`src/rtl/pc.sv`:
```
// Program counter register for the 8-bit CPU.
// Holds the current instruction address and loads next_pc when pc_write is high.
// The next address (pc+1, branch or jump target) is formed outside this block.
// There is no increment or wrap logic here, and pc_out comes straight from a flop.
// Optional feature macro PC_STACK_EN adds a return-address stack with call/ret.
// When the macro is undefined, the block is only the load register.
module pc #(
  parameter int              WIDTH        = 8,
  parameter logic [WIDTH-1:0] RESET_VECTOR = '0,
  parameter int              STACK_DEPTH  = 4
) (
  input  logic             clk,
  input  logic             reset,
  input  logic             pc_write,
  input  logic [WIDTH-1:0] next_pc,
`ifdef PC_STACK_EN
  input  logic             call,
  input  logic             ret,
  output logic             stack_full,
  output logic             stack_empty,
  output logic             stack_err,
`endif
  output logic [WIDTH-1:0] pc_out
);

  // The stack indexes with the low pointer bits, so the depth must be a power of 2.
  if ((STACK_DEPTH < 2) || ((STACK_DEPTH & (STACK_DEPTH - 1)) != 0)) begin : g_bad_depth
    $error("pc: STACK_DEPTH must be a power of 2 and >= 2");
  end

  logic [WIDTH-1:0] pc_q;

  assign pc_out = pc_q;

`ifdef PC_STACK_EN
  // The pointer counts 0..STACK_DEPTH, so it needs one bit more than the index.
  localparam int PW = $clog2(STACK_DEPTH + 1);
  localparam int AW = $clog2(STACK_DEPTH);

  logic [PW-1:0]                     sp_q;
  logic [PW-1:0]                     sp_m1;
  logic [STACK_DEPTH-1:0][WIDTH-1:0] stk_q;
  logic                              err_q;
  logic                              full;
  logic                              empty;
  logic                              do_pop;
  logic                              do_push;
  logic                              do_err;
  logic [WIDTH-1:0]                  ret_addr;
  logic [AW-1:0]                     push_idx;
  logic [AW-1:0]                     top_idx;

  // Flags decode the registered pointer only, so they never glitch on inputs.
  assign full        = (sp_q == PW'(STACK_DEPTH));
  assign empty       = (sp_q == '0);
  assign stack_full  = full;
  assign stack_empty = empty;
  assign stack_err   = err_q;

  assign sp_m1    = sp_q - PW'(1);
  assign push_idx = sp_q[AW-1:0];
  assign top_idx  = sp_m1[AW-1:0];
  assign ret_addr = pc_q + WIDTH'(1);

  // Resolve ret > call priority and the overflow/underflow cases.
  always_comb begin
    do_pop  = 1'b0;
    do_push = 1'b0;
    do_err  = 1'b0;
    if (ret) begin
      do_pop = !empty;
      do_err = empty;
    end else if (call) begin
      do_push = !full;
      do_err  = full;
    end
  end

  // PC register: a pop restores the return address, and a call jumps even on overflow.
  always_ff @(posedge clk or posedge reset) begin
    if (reset)                  pc_q <= RESET_VECTOR;
    else if (ret)               pc_q <= empty ? pc_q : stk_q[top_idx];
    else if (call || pc_write)  pc_q <= next_pc;
  end

  // Stack pointer and the sticky error flag; the flag clears only on reset.
  always_ff @(posedge clk or posedge reset) begin
    if (reset) begin
      sp_q  <= '0;
      err_q <= 1'b0;
    end else begin
      if (do_pop)       sp_q <= sp_m1;
      else if (do_push) sp_q <= sp_q + PW'(1);
      if (do_err)       err_q <= 1'b1;
    end
  end

  // Return-address storage. It is cleared on reset so a pop never returns X.
  always_ff @(posedge clk or posedge reset) begin
    if (reset)        stk_q <= '0;
    else if (do_push) stk_q[push_idx] <= ret_addr;
  end
`else
  // PC register: load on pc_write, otherwise hold.
  always_ff @(posedge clk or posedge reset) begin
    if (reset)         pc_q <= RESET_VECTOR;
    else if (pc_write) pc_q <= next_pc;
  end
`endif

endmodule

```
`config.mk`:
```
export PLATFORM = sky130hd
export DESIGN_NAME = pc
export DESIGN_NICKNAME = d
export VERILOG_FILES = /design/src/rtl/pc.sv
export SDC_FILE = /design/constraint.sdc
export NUM_CORES = 1
export LEC_CHECK = 0
export CORE_AREA = 8 8 45 47
export DETAILED_ROUTE_END_ITERATION = 6
export DIE_AREA = 0 0 53 55
export GPL_TIMING_DRIVEN = 1
export PLACE_DENSITY = 0.56
export SLEW_MARGIN = 20
export SYNTH_ARGS = -nofsm -noshare
export SYNTH_HDL_FRONTEND = slang
export SYNTH_SLANG_ARGS = --single-unit
export TNS_END_PERCENT = 30
```
`constraint.sdc`:
```
create_clock -name clk -period 0.8 [get_ports clk]
set_input_delay 0.16 -clock clk [delete_from_list [all_inputs] [get_ports clk]]
set_output_delay 0.16 -clock clk [all_outputs]
set_load 0.01 [all_outputs]
```
# Word level (Yosys, flattened, before mapping)
# Cells that the tools add are included.
# totals
ff_bits	8
in_bits	11
out_inout_bits	8
wordCells	1

# Depth between registers and ports, before layout
# Gate-level depths: netlist (run 1).
# logic_depth
ltp_word	0
mapped_depth	2
mapped_depth_nobuf	1

# Least setup slack after synthesis (run 1)
# No wires, ideal clock.
# synth_path
path_type	reg-to-reg
start	register pc_out[0] (netlist name)
end	register pc_q[0] (netlist: pc_out[0])
setup_time_ns	0.125
arrival_ns	0.654
required_time_ns	0.675
setup_slack_ns	0.021
stages_incl_launch_ff	2
path_buffers	0
period_less_slack_ns	0.779
path_cell_list	dfrtp_1 > mux2_4
# synth_rtl
item	line	rtl
to (signal assigned)	107	else if (pc_write) pc_q <= next_pc;
to (decl)	31	logic [WIDTH-1:0] pc_q;

# Worst setup path in the final report (run 1)
# layout_path
start	register pc_q[2] (netlist: pc_out[2])
end	output port pc_out[2]
# layout_rtl
item	line	rtl
to (decl)	23	output logic [WIDTH-1:0] pc_out
# No word-level cell between the ends.

==> impl_metrics.py, run 1 <==
metrics = {
    "hold_path": {
        "hp-class": "in -> async",
    },
    "clock_network": {
        "cts_buffers": 3,
        "clock-root-buffer": "clkbuf_4",
        "cts_sinks": 8,
        "cts_buffer_depth": 2,
        "clkTransAtPathRegs_ns": 0.05,
        "cts_tree": "built",
        "cts_max_level": 1,
        "clkLatencyLatePin_ns": 0.24,
    },
    "timing": {
        "hold_viol_final": 0,
        "setup_slack_ns": -0.133,
        "slew_viol_final": 0,
        "setup_tns_ns": -1.55,
        "rsz0062_at_grt": "true",
        "fin_skew_ns": 0,
        "max_freq_mhz": 1070,
        "slew_headroom_pct": 78.4,
        "final.period_utilization_pct": 117,
        "worst_slew_pin_slew_ns": 0.324,
        "fin_crit_ns": 0.933,
        "setup_viol": 15,
    },
    "routing": {
        "drt-wirelength-per-cell_um": 15.2,
        "drt_wl_total_um": 956,
        "num_vias": 244,
        "drt_iter0_drc": 4,
        "detail_route.vias_per_cell": 3.87,
        "final_antenna_net_count": 0,
        "drc": 0,
        "drtPass1Iterations": 2,
    },
    "floorplanning": {
        "rows": 14,
        "dieWidth_um": 53,
        "initial_utilization_pct": 24.2,
        "io_pins": 19,
        "die_y_um": 55,
        "dieArea_um2": 2920,
        "design.core.area_um2": 1380,
    },
    "worst_setup_path": {
        "crit_chain": "buf_2",
        "cp-end-kind": "output pin",
        "crit_type": "reg -> out",
        "slowest_stage": "dfrtp_1",
        "critPathMaxFanout": 2,
        "required_ns": 0.64,
        "start_kind": "flip-flop",
        "critPathBufInv": 1,
        "cp_slowest_stage_delay_ns": 0.38,
        "crit_arrival_ns": 0.77,
        "cp_top_family": "flip-flops",
    },
    "pwr": {
        "vdd_drop_max_v": 0.000642,
        "p_switching_w": 0.000242,
        "swShare_pct": 23.2,
        "power.total_w": 0.00104,
        "p_per_area_nw_per_um2": 1780,
        "p_leak_nw": 0.298,
        "p_seq_share_pct": 45.0,
        "pwr-share-clk_pct": 29.0,
        "intPower_w": 0.000800,
        "power.share.combinational_pct": 26.1,
    },
    "grt": {
        "track_usage_pct": 6.99,
        "grt_use_met2_pct": 11.9,
        "busiest_layer": "met2",
        "grtUsageMet3_pct": 1.07,
        "antenna_found_initial": 0,
        "met1_usage_pct": 7.29,
        "grt_max_degree": 9,
        "grt_pass1_vias": 298,
        "grt_remaining_overflow": 0,
        "grt_pass1_wl_um": 1460,
    },
    "status": {
        "status": "finished, violations left",
        "violations": "setup timing",
    },
    "logic_synthesis": {
        "synth_nets": 29,
        "synth-seq-cells": 8,
        "synth_xor_area_share_pct": 0,
        "synthDistinctLibCells": 4,
        "synth-compound-area-share_pct": 0,
        "yosysSeqAreaShare_pct": 59.7,
        "synth_mux_area_share_pct": 35.8,
        "synth-simple-area-share_pct": 0,
        "syn_area_per_cell_um2": 18.6,
        "synth_fa_ha_area_share_pct": 0,
        "synth_top_family_by_area": "multiplexers",
        "yosys_warnings": 0,
        "syn_inst": 18,
        "syn-cell-area_um2": 335,
    },
    "layout": {
        "final_common_cell": "clkdlybuf4s50_1",
        "nFillCells": 138,
        "multi_input_area_um2": 120,
        "regArea_um2": 200,
        "num_antenna_cells": 0,
        "most-common-layout-cells": "clkdlybuf4s50_1, mux2_4, dfrtp_1",
        "area_delta_synth_final_pct": 75.0,
        "nNetsFinal": 60,
        "final-instance-count-excl-fill": 63,
        "largest_reg_flops": 8,
        "drive_gt1_share_pct": 59.6,
        "fin_util_pct": 42.4,
    },
    "place": {
        "numPlacedInstances": 55,
        "io_buffers": 18,
        "gp_congestion": 0.663,
    },
    "run": {
        "max_cap_viol_count": 0,
    },
}
-- Yosys cell counts (all sizes together) --
library cell  number  share of area, %
mux2               8                36
inv                1               1.1
dfrtp              8                60
buf                1               3.4
-- layer usage --
layer  up-vias  wire [um]
li1        120          -
met1       117        359
met2         5        549
met3         2         27
met4         0         19
met5         -          0
-- power groups by stage --
| stage | clock network [W] | registers (W) | logic [W] |
|---|---|---|---|
| floorplan | 0 | 0.000493 | 0.0000859 |
| global placement | 0 | 0.000473 | 0.000264 |
| detailed placement | 0 | 0.000476 | 0.000267 |
| CTS | 0.000322 | 0.000467 | 0.000254 |
| global route | 0.000340 | 0.000473 | 0.000289 |
| finish | 0.000302 | 0.000469 | 0.000272 |
-- repair_timing --
item                       4_1_cts  5_1_grt
hold buffers                     0        0
gates resized for setup         35        1
setup endpoints to repair       16       13
pin swaps                        0        0
setup buffers                    3        2
-- metrics by stage --
stage / worst slack (ns) / area (um2) / hold WS (ns)
after floorplan: 0.0207 / 335 / -0.0243
after global routing: -0.172 / 587 / 0.199
after global placement: -0.407 / 554 / 0.422
final: -0.133 / 587 / 0.166
after detailed placement: -0.422 / 554 / 0.432
after CTS: -0.143 / 566 / 0.172
-- area by class of cell --
cell class              count  share of cell area (%)
flip-flops and latches      8                    34.1
inverters                   1                   0.640
repair buffers             27                    37.5
well taps                  16                    3.41
clock buffers               3                    3.84
multi-input cells           8                    20.5
-- cells by family after synthesis --
group	after synthesis
muxes	8
DFF	8
buffers and inverters	2
-- final timing paths --
| kind | cells past startpoint | slack, ns | start | end |
|---|---|---|---|---|
| min in group clk | 3 | 0.47 | pc_write | pc_out[0] |
| max | 1 | -0.13 | pc_out[2] | pc_out[2] |
| min | 2 | 0.17 | reset | pc_out[6] |
| max reg2reg | 2 | -0.09 | pc_out[2] | pc_out[2] |
| min reg2reg | 1 | 0.54 | pc_out[5] | pc_out[5] |
| max in group asynchronous | 2 | 0.39 | reset | pc_out[3] |
(Power assumes the default switching activity.)
==> run 2, diff against run 1 <==
SKIP_CTS_REPAIR_TIMING = 1   (was unset)
==> run 2 against run 1 <==
The flow still finishes with violations (setup timing). Clock power increased by 3%. Setup slack improved by 0.0088 ns. Critical path depth unchanged. Cell count decreased by 1.6%. Sequential share of layout area increased by 0.59 points. Maximum frequency increased by 0.95%. Total power decreased by 0.57%. Non-clock buffer count decreased by 1. First-iteration DRC count unchanged. Die area unchanged. Register-to-register slack about the same. Hold slack got worse by 0.0044 ns. Critical path type unchanged.
==> impl_metrics.py, run 2 (synthesized netlist as in run 1, its figures left out) <==
metrics = {
    "routing": {
        "drt-wirelength-per-cell_um": 14.7,
        "detail_route.vias_per_cell": 3.89,
        "num_vias": 241,
        "drtPass1Iterations": 2,
        "drt_iter0_drc": 4,
        "final_antenna_net_count": 0,
        "drc": 0,
        "drt_wl_total_um": 913,
    },
    "grt": {
        "antenna_found_initial": 0,
        "grt_use_met2_pct": 11.3,
        "busiest_layer": "met2",
        "grt_remaining_overflow": 0,
        "grtUsageMet3_pct": 1.07,
        "grt_pass1_wl_um": 1400,
        "grt_pass1_vias": 281,
        "track_usage_pct": 6.77,
        "grt_max_degree": 9,
        "met1_usage_pct": 7.13,
    },
    "timing": {
        "worst_slew_pin_slew_ns": 0.323,
        "max_freq_mhz": 1080,
        "slew_headroom_pct": 78.5,
        "setup_tns_ns": -1.40,
        "final.period_utilization_pct": 116,
        "fin_crit_ns": 0.925,
        "slew_viol_final": 0,
        "hold_viol_final": 0,
        "hold_slack_ns": 0.162,
        "fin_skew_ns": 0,
        "setup_viol": 14,
        "setup_slack_ns": -0.125,
        "rsz0062_at_grt": "true",
    },
    "floorplanning": {
        "initial_utilization_pct": 24.2,
        "io_pins": 19,
        "dieArea_um2": 2920,
        "rows": 14,
        "design.core.area_um2": 1380,
        "die_y_um": 55,
        "dieWidth_um": 53,
    },
    "worst_setup_path": {
        "crit_type": "reg -> out",
        "r2r-end": "pc_out[2]",
        "rr_startpoint": "pc_out[2]",
        "slowest_stage": "dfrtp_1",
        "cp-end-kind": "output pin",
        "crit_arrival_ns": 0.76,
        "cp_top_family": "flip-flops",
        "critPathMaxFanout": 2,
        "start_kind": "flip-flop",
        "cp_slowest_stage_delay_ns": 0.38,
        "required_ns": 0.64,
        "crit_chain": "clkbuf_2",
        "ff2ff_setup_slack_ns": -0.09,
        "critPathBufInv": 1,
        "rr_worst_depth": 2,
    },
    "place": {
        "numPlacedInstances": 55,
        "gp_congestion": 0.663,
        "place_area_um2": 554,
        "post-place-ws_ns": -0.422,
        "io_buffers": 18,
    },
    "clock_network": {
        "cts_tree": "built",
        "cts_sinks": 8,
        "clock-root-buffer": "clkbuf_4",
        "clkLatencyLatePin_ns": 0.25,
        "cts_buffer_depth": 2,
        "clkTransAtPathRegs_ns": 0.06,
        "cts_max_level": 1,
        "cts_buffers": 3,
    },
    "layout": {
        "largest_reg_flops": 8,
        "area_delta_synth_final_pct": 72.0,
        "final-instance-count-excl-fill": 62,
        "final_cell_area_um2": 577,
        "num_antenna_cells": 0,
        "drive_gt1_share_pct": 58.7,
        "most-common-layout-cells": "clkdlybuf4s50_1, mux2_4, clkbuf_2, dfrtp_1, buf_4",
        "nNetsFinal": 59,
        "final_common_cell": "clkdlybuf4s50_1",
    },
    "status": {
        "status": "finished, violations left",
        "violations": "setup timing",
    },
    "pwr": {
        "p_per_area_nw_per_um2": 1800,
        "p_leak_nw": 0.301,
        "vdd_drop_max_v": 0.000676,
    },
    "run": {
        "max_cap_viol_count": 0,
    },
    "hold_path": {
        "hp-class": "in -> async",
    },
}
-- run 2: stage by stage --
step	utilization [%]	total power, W
6_report	41.7	0.00104
4_1_cts	41.7	0.00106
3_5_place_dp	40.1	0.000743
3_3_place_gp	40.1	0.000737
2_1_floorplan	-	0.000579
5_1_grt	41.7	0.00109
-- run 2: how the worst max path moves through the flow --
| stage | startpoint | endpoint | slack (ns) | cells past startpoint |
|---|---|---|---|---|
| after floorplan | pc_out[0] | pc_out[0] | 0.02 | 1 |
| after detailed placement | pc_write | pc_out[4] | -0.42 | 3 |
| after CTS | pc_out[2] | pc_out[2] | -0.52 | 1 |
| after global placement | pc_write | pc_out[7] | -0.41 | 3 |
| after global routing | pc_out[5] | pc_out[5] | -0.15 | 1 |
| final | pc_out[2] | pc_out[2] | -0.12 | 1 |
-- run 2: routing by layer --
metal,share of wire (%),vias up
met2,56,5
met1,39,117
met3,3.0,2
met4,2.1,0
met5,0,-
li1,-,117
-- run 2: report_power, final --
| part | internal [W] | switching (W) | total (W) |
|---|---|---|---|
| clock | 0.000172 | 0.000139 | 0.000311 |
| sequential | 0.000446 | 0.0000220 | 0.000468 |
| combinational | 0.000172 | 0.0000854 | 0.000258 |
| total | 0.000790 | 0.000246 | 0.00104 |
-- run 2: final cells by class --
cell class                      instances  area [um2]
Timing Repair Buffer                   26         210
Clock buffer                            3        22.5
Fill cell                             138         807
Tap cell                               16        20.0
Inverter                                1        3.75
Sequential cell                         8         200
Multi-Input combinational cell          8         120
==> run 3, diff against run 2 <==
PLACE_DENSITY = 0.58   (was 0.56)
==> run 3 against run 2 <==
Clock power shrank 3%. Global-route usage is 0.95 points lower. Cell count down 3.2%. Die area unchanged. Sequential share of layout area is 0.23 points higher. Routed wire length is 13% lower. Critical path type unchanged. The flow still finishes with violations (setup timing). Clock skew stayed put. Highest routed layer is now met3. Utilization shrank 0.27 points. Maximum frequency up 0.12%. Register-to-register slack barely moved. Non-clock buffer count decreased by 2.
==> impl_metrics.py, run 3 (synthesized netlist as in run 1, its figures left out) <==
metrics = {
    "grt": {
        "grt_remaining_overflow": 0,
        "grt_max_degree": 9,
        "track_usage_pct": 5.82,
        "grt_pass1_vias": 281,
        "grt_pass1_wl_um": 1240,
        "antenna_found_initial": 0,
    },
    "clock_network": {
        "clkLatencyLatePin_ns": 0.25,
        "cts_buffers": 3,
        "cts_sinks": 8,
        "cts_tree": "built",
        "clkTransAtPathRegs_ns": 0.06,
        "clock-root-buffer": "clkbuf_4",
        "cts_buffer_depth": 2,
        "cts_max_level": 1,
    },
    "routing": {
        "drt_iter0_drc": 0,
        "drtPass1Iterations": 1,
        "final_antenna_net_count": 0,
        "drt_wl_total_um": 793,
        "drt-wirelength-per-cell_um": 13.2,
        "detail_route.vias_per_cell": 3.90,
        "num_vias": 234,
        "drc": 0,
    },
    "timing": {
        "setup_viol": 13,
        "fin_skew_ns": 0,
        "rsz0062_at_grt": "true",
        "final.period_utilization_pct": 115,
        "worst_slew_pin_slew_ns": 0.318,
        "hold_viol_final": 0,
        "fin_crit_ns": 0.923,
        "slew_headroom_pct": 78.8,
        "slew_viol_final": 0,
        "setup_slack_ns": -0.123,
        "max_freq_mhz": 1080,
    },
    "worst_setup_path": {
        "required_ns": 0.64,
        "cp_top_family": "flip-flops",
        "crit_start": "pc_out[3]",
        "cp-end-kind": "output pin",
        "slowest_stage": "dfrtp_1",
        "crit_chain": "buf_6",
        "critPathMaxFanout": 2,
        "critPathBufInv": 1,
        "cp_slowest_stage_delay_ns": 0.39,
        "crit_type": "reg -> out",
        "crit_arrival_ns": 0.76,
        "start_kind": "flip-flop",
        "rr_startpoint": "pc_out[3]",
    },
    "floorplanning": {
        "dieWidth_um": 53,
        "dieArea_um2": 2920,
        "design.core.area_um2": 1380,
        "io_pins": 19,
        "initial_utilization_pct": 24.2,
        "rows": 14,
        "die_y_um": 55,
    },
    "run": {
        "max_cap_viol_count": 0,
    },
    "layout": {
        "nFillCells": 137,
        "final_common_cell": "clkdlybuf4s50_1",
        "largest_reg_flops": 8,
        "nNetsFinal": 57,
        "num_antenna_cells": 0,
        "final_cell_area_um2": 573,
        "area_delta_synth_final_pct": 70.9,
        "most-common-layout-cells": "clkdlybuf4s50_1, mux2_4, dfrtp_1",
        "drive_gt1_share_pct": 56.8,
    },
    "hold_path": {
        "hp-class": "in -> async",
    },
    "place": {
        "post-place-ws_ns": -0.439,
        "place_area_um2": 582,
        "gp_congestion": 0.685,
        "io_buffers": 18,
    },
    "pwr": {
        "p_per_area_nw_per_um2": 1780,
        "p_leak_nw": 0.295,
        "vdd_drop_max_v": 0.000775,
    },
    "status": {
        "status": "finished, violations left",
        "violations": "setup timing",
    },
}
[run 3: cell count changes in the layout (fill, tap and decap cells not counted)]
| cell | delta |
|---|---|
| buf_12 | +1 |
| buf_4 | -1 |
| buf_6 | -1 |
| clkbuf_2 | -1 |
[run 3: path summary, 6_finish.rpt]
kind | slack [ns] | depth (start not counted) | to
max in group asynchronous | 0.39 | 2 | pc_out[2]
min | 0.16 | 2 | pc_out[1]
min reg2reg | 0.52 | 1 | pc_out[6]
max reg2reg | -0.09 | 2 | pc_out[3]
min in group clk | 0.37 | 3 | pc_out[7]
max | -0.12 | 1 | pc_out[3]
[run 3: through the flow]
step           util (%)  cells  power [W]  TNS [ns]  hold WS, ns
2_1_floorplan         -     18   0.000579         0      -0.0243
3_3_place_gp       42.0     57   0.000763     -5.23        0.423
3_5_place_dp       42.0     57   0.000766     -5.31        0.441
4_1_cts            43.7     60    0.00108     -5.43        0.176
5_1_grt            41.4     60    0.00109     -1.70        0.201
6_report           41.4     60    0.00102     -1.27        0.164
[run 3: layout make-up]
class	instances	area, um2	area share, %
repair buffers	24	206	36.0
multi-input cells	8	120	21.0
inverters	1	3.75	0.655
clock buffers	3	22.5	3.93
well taps	16	20.0	3.49
flip-flops and latches	8	200	34.9
[run 3: routing by layer]
layer	track usage [%]	share of wire (%)	up-vias
met1	7.24	50	100
met4	2.59	0	0
li1	-	-	116
met3	4.55	17	0
met2	7.03	32	18
met5	0	0	-
[run 3: report_power, final]
group / switching [W] / total, W / internal [W]
sequential: 0.0000224 / 0.000468 / 0.000446
combinational: 0.0000810 / 0.000253 / 0.000172
clock: 0.000130 / 0.000301 / 0.000171
